<file path="src/rtl/io_out_serializer.sv">
// Parallel-to-serial stage feeding the output IO register: a holding buffer plus
// a shift register let back-to-back words leave on SER_OUT with no idle gap.
module io_out_serializer #(
    parameter int WIDTH      = 8,
    parameter int MSB_FIRST  = 0,
    parameter bit IDLE_LEVEL = 1'b0
) (
    input  logic             CLK,
    input  logic             RST,
    input  logic [WIDTH-1:0] DIN,
    input  logic             DIN_VALID,
    output logic             DIN_READY,
    output logic             SER_OUT,
    output logic             SER_OE,
    output logic             FRAME,
    output logic             BUSY
);
    localparam int CW = $clog2(WIDTH) + 1;
    localparam logic [CW-1:0] LAST_CNT = CW'(WIDTH - 1);

    // State encoding is {active, hold_valid}.
    typedef enum logic [1:0] {
        IDLE         = 2'b00,
        PENDING      = 2'b01,
        SHIFT        = 2'b10,
        SHIFT_QUEUED = 2'b11
    } state_t;

    state_t           state_reg, state_next;
    logic [WIDTH-1:0] hold_reg, hold_next;
    logic [WIDTH-1:0] shift_reg, shift_next;
    logic [CW-1:0]    cnt_reg, cnt_next;
    logic             ser_out_reg, ser_out_next;
    logic             ser_oe_reg, ser_oe_next;
    logic             frame_reg, frame_next;

    logic             hold_valid, active, last_bit, accept, load;
    logic             first_bit, step_bit;
    logic [WIDTH-1:0] load_shift, step_shift;

    assign hold_valid = (state_reg == PENDING) || (state_reg == SHIFT_QUEUED);
    assign active     = (state_reg == SHIFT)   || (state_reg == SHIFT_QUEUED);
    assign last_bit   = (cnt_reg == LAST_CNT);
    assign accept     = DIN_VALID && !hold_valid;
    assign load       = hold_valid && (!active || last_bit);

    // shift_reg holds only the bits still to be sent, aligned so the next one
    // always sits at the same end.
    generate
        if (MSB_FIRST != 0) begin : g_msb_first
            assign first_bit  = hold_reg[WIDTH-1];
            assign load_shift = {hold_reg[WIDTH-2:0], 1'b0};
            assign step_bit   = shift_reg[WIDTH-1];
            assign step_shift = {shift_reg[WIDTH-2:0], 1'b0};
        end else begin : g_lsb_first
            assign first_bit  = hold_reg[0];
            assign load_shift = {1'b0, hold_reg[WIDTH-1:1]};
            assign step_bit   = shift_reg[0];
            assign step_shift = {1'b0, shift_reg[WIDTH-1:1]};
        end
    endgenerate

    always_comb begin
        state_next   = state_reg;
        hold_next    = hold_reg;
        shift_next   = shift_reg;
        cnt_next     = cnt_reg;
        ser_out_next = ser_out_reg;
        ser_oe_next  = ser_oe_reg;
        frame_next   = 1'b0;

        if (accept) begin
            hold_next = DIN;
        end

        if (load) begin
            shift_next   = load_shift;
            cnt_next     = '0;
            ser_out_next = first_bit;
            ser_oe_next  = 1'b1;
            frame_next   = 1'b1;
        end else if (active && !last_bit) begin
            shift_next   = step_shift;
            cnt_next     = cnt_reg + CW'(1);
            ser_out_next = step_bit;
        end else if (active) begin
            ser_out_next = IDLE_LEVEL;
            ser_oe_next  = 1'b0;
        end

        case (state_reg)
            IDLE:         state_next = accept ? PENDING : IDLE;
            PENDING:      state_next = SHIFT;
            SHIFT: begin
                if (last_bit) state_next = accept ? PENDING : IDLE;
                else          state_next = accept ? SHIFT_QUEUED : SHIFT;
            end
            SHIFT_QUEUED: state_next = last_bit ? SHIFT : SHIFT_QUEUED;
            default:      state_next = IDLE;
        endcase
    end

    always_ff @(posedge CLK or posedge RST) begin
        if (RST) begin
            state_reg   <= IDLE;
            hold_reg    <= '0;
            shift_reg   <= '0;
            cnt_reg     <= '0;
            ser_out_reg <= IDLE_LEVEL;
            ser_oe_reg  <= 1'b0;
            frame_reg   <= 1'b0;
        end else begin
            state_reg   <= state_next;
            hold_reg    <= hold_next;
            shift_reg   <= shift_next;
            cnt_reg     <= cnt_next;
            ser_out_reg <= ser_out_next;
            ser_oe_reg  <= ser_oe_next;
            frame_reg   <= frame_next;
        end
    end

    assign DIN_READY = !hold_valid;
    assign BUSY      = (state_reg != IDLE);
    assign SER_OUT   = ser_out_reg;
    assign SER_OE    = ser_oe_reg;
    assign FRAME     = frame_reg;

endmodule
</file>
<file path="config.mk">
export PLATFORM = sky130hd
export DESIGN_NAME = io_out_serializer
export DESIGN_NICKNAME = d
export VERILOG_FILES = /design/src/rtl/io_out_serializer.sv
export SDC_FILE = /design/constraint.sdc
export NUM_CORES = 1
export LEC_CHECK = 0
export BUFFER_PORTS_ARGS = -buffer_cell sky130_fd_sc_hd__buf_2
export CAP_MARGIN = 20
export CORE_MARGIN = 3
export CORE_UTILIZATION = 34
export DETAILED_ROUTE_END_ITERATION = 6
export GPL_TIMING_DRIVEN = 0
export HOLD_SLACK_MARGIN = 0.05
export PLACE_DENSITY = 0.59
export SLEW_MARGIN = 0
export SYNTH_ARGS = -nofsm -noshare
export SYNTH_HDL_FRONTEND = slang
export SYNTH_SLANG_ARGS = --single-unit
</file>
<file path="constraint.sdc">
create_clock -name CLK -period 1.55 [get_ports CLK]
set_clock_uncertainty 0.2 [all_clocks]
set_input_delay 0.0775 -clock CLK [delete_from_list [all_inputs] [get_ports CLK]]
set_output_delay 0.0775 -clock CLK [all_outputs]
set_load 0.02 [all_outputs]
</file>
==> results by group <==
Outcome
  – Status: finished, violations left
  – Failing checks: setup timing

Cells and area
  – Most frequent cells in the layout: dfrtp_1, buf_2, o21ai_0
  – Non-filler instance count after layout: roughly 150
  – Area delta synth->final: 26.7%
  – Post-route cell area: 1340 sq um
  – Number of flip-flops in the largest register: 8
  – Most common cell after layout, fill and taps aside: dfrtp_1
  – Antenna cells: 0
  – # nets final: 130
  – Share of layout cells above drive strength 1: around a third

Power
  – Peak VDD IR: just over 0.9 mV
  – Total power draw: between 0.002 and 0.0025 W
  – Leak: 0.652 nW
  – Pwr/cell area: 1830 nW/um^2

Synth
  – Post-synth top flop: dfrtp_1
  – Syn nets: 97
  – Cell area after synthesis: roughly 1100 sq um
  – Post-synthesis simple-gate area fraction: between 10% and 20%
  – Synth Area in Compound Gates: under 10%
  – Mapped Avg Cell Area: about 12 sq um
  – Synth Area in XOR/XNOR: 0%
  – Ys async rst share: 100%
  – Share of the synthesized area in the top cell type: a little under three fifths
  – Area contributors post-synth: dfrtp_1, mux2_2, mux2i_1
  – Synth area leader: dfrtp_1
  – Seq/Total Area, Yosys: around 57%
  – Mux contribution to synthesized area: between 15 and 20%
  – Number of synthesized flops with an enable pin: 0
  – Yosys cell types: 24
  – Yosys warning count: 0
  – Adder-Cell Fraction of Synth Area: between 1 and 1.5%
  – Seq cells post-synth: 24
  – Main combinational cell family by area after synthesis: multiplexers
  – Post-synthesis cell count: 85

Clock network
  – Worst-path clk slew: 0.12 ns
  – H-Tree Depth: 1
  – Clk_lat worst skew: roughly 0.32 ns
  – CTS Buf Count: 3
  – CTS tree: built
  – Clock tree buffer depth: 2
  – Clk Tree Root Cell: clkbuf_4
  – Clock sink count: 24

Critical path
  – CP Launch Point: cnt_reg[1]$_DFFE_PP0P_
  – Worst Path Buf+Inv: 0
  – Crit path depth: 4
  – Worst r2r path cells: 4
  – CP top delay family: flip-flops
  – Critical Path RT: roughly 1.6 ns
  – Crit Path Category: flop to flop
  – Crit Path Max Fanout: 5
  – Cells along the critical path: ha_4 -> and3b_4 -> nor2_4 -> a221o_1
  – Critical Path Max Stage Delay: 0.45 ns
  – Worst r2r src: cnt_reg[1]$_DFFE_PP0P_
  – CP arrival: between 1.5 and 2 ns
  – CP Capture Type: flop
  – Critical Path Slowest Stage Cell: dfrtp_1
  – CP startpoint kind: flop

Detailed routing
  – Per-cell routed wire length: about 14 microns
  – WL final: 2.10 mm
  – Vias: just under 800
  – Detail Route Antenna Nets: 0
  – Remaining DRCs: 0
  – 1st-pass router iterations: 4
  – DRT iter0 DRCs: 73
  – Vias/cell: 5.26

Worst hold path
  – Hold path depth: 4
  – Hold path startpoint: DIN_VALID
  – Hold WC Path Type: primary input to flop

Timing
  – Fin Hold WS: roughly 0.14 ns
  – Max Fclk: 639 MHz
  – Relative max-transition margin: 39.9%
  – Worst setup margin: -0.0138 ns
  – Slew at the pin with the worst max-slew slack: between 0.9 and 1 ns
  – Final Critical Period: approximately 1.6 ns
  – Final setup fails: 1
  – Final Hold Viols: 0
  – RSZ-0062 raised after global routing: true
  – Final cycle utilization of the critical path: 101%
  – Final count of pins violating max slew: 0

Placed design
  – GPL Wtd Cong: ~0.8
  – DPL Wire Length: about 1.3 mm
  – Placed Area: roughly 1200 sq um
  – IO buf count: 15
  – Placed cell count: 131

Die
  – Row count: 19
  – Die H: approximately 62 microns
  – Die area: around 3800 sq um
  – Initial core utilization: a little under two fifths
  – Die span in x: a little over 60 microns
  – Core area: around 2900 sq um
  – I/O pins: 16

Global route
  – Vias in the first global route: 811
  – Largest net degree at the start of global routing: 25
  – Total grt overflow: 0
  – First-pass GRT wire length: between 3 and 4 mm
  – Initial antenna violation count: 0
  – Gr usage total: 12.3%

Run
  – MaxCap Viol Count: 0
[metal layers]
layer	routed length, microns	vias to the layer above	global-route usage (%)
met5	0	-	0
met4	24	0	2.42
met3	116	4	3.77
met2	981	18	21.8
met1	980	384	14.8
li1	-	372	-
[kinds of logic after synthesis]
| family | after synthesis |
|---|---|
| adder cells (fa/ha/maj) | 1 |
| multiplexers | 16 |
| AO/OA/AOI/OAI | 16 |
| buffers and inverters | 6 |
| AND/OR/NAND/NOR | 22 |
| flip-flops | 24 |
[metrics by stage]
stage                     TNS, ns  util, %  worst slack [ns]
after floorplan                 0        -            0.0337
after global placement    -0.0343     41.0           -0.0343
after detailed placement  -0.0512     41.0           -0.0512
after CTS                       0     46.1           0.00874
after global routing      -0.0952     46.8           -0.0487
final                     -0.0138     46.8           -0.0138
[cells in the mapped netlist (2+ instances only)]
library cell / count
nor2_1: 2
mux2i_1: 8
nand2_1: 4
dfrtp_1: 24
nand3_1: 8
buf_2: 3
mux2_2: 8
inv_1: 2
o21ai_0: 10
and3_1: 2
[what timing repair did]
action                                  CTS  global route
gates cloned                              0             1
endpoints found under the hold margin    32             0
setup buffers                             1             2
pin swaps                                 0             3
endpoints found under the setup margin    1             8
gates resized for setup                   1             0
hold buffers                              9             0
[worst paths after layout]
path                                                end  slack [ns]
worst max-delay path                SER_OUT$_DFFE_PP0P_       -0.01
worst min-delay path             state_reg[0]$_DFF_PP0_        0.14
worst max register to register      SER_OUT$_DFFE_PP0P_       -0.01
worst min register to register      SER_OUT$_DFFE_PP0P_        0.32
max in group asynchronous            SER_OE$_DFFE_PP0P_        0.32
min in group asynchronous       hold_reg[3]$_DFFE_PP0P_        0.28
[power breakdown]
part | switching (W) | total [W] | internal [W]
sequential | 0.000192 | 0.00109 | 0.000898
clock | 0.000185 | 0.000328 | 0.000144
combinational | 0.000495 | 0.00102 | 0.000525
[layout make-up]
cell class | instances | area (sq um)
Buffer | 3 | 15.0
Clock buffer | 4 | 36.3
Fill cell | 272 | 1520
Inverter | 3 | 16.3
Multi-Input combinational cell | 56 | 440
Sequential cell | 24 | 601
Tap cell | 31 | 38.8
Timing Repair Buffer | 27 | 188
[worst register-to-register path, delay by kind of cell, from the launching register on]
family	cells	cell delay [ns]
flops	1	0.45
simple gates	2	0.32
compound gates	1	0.30
fa+ha+maj	1	0.19
Note: power is estimated with default switching activity, not from simulation.
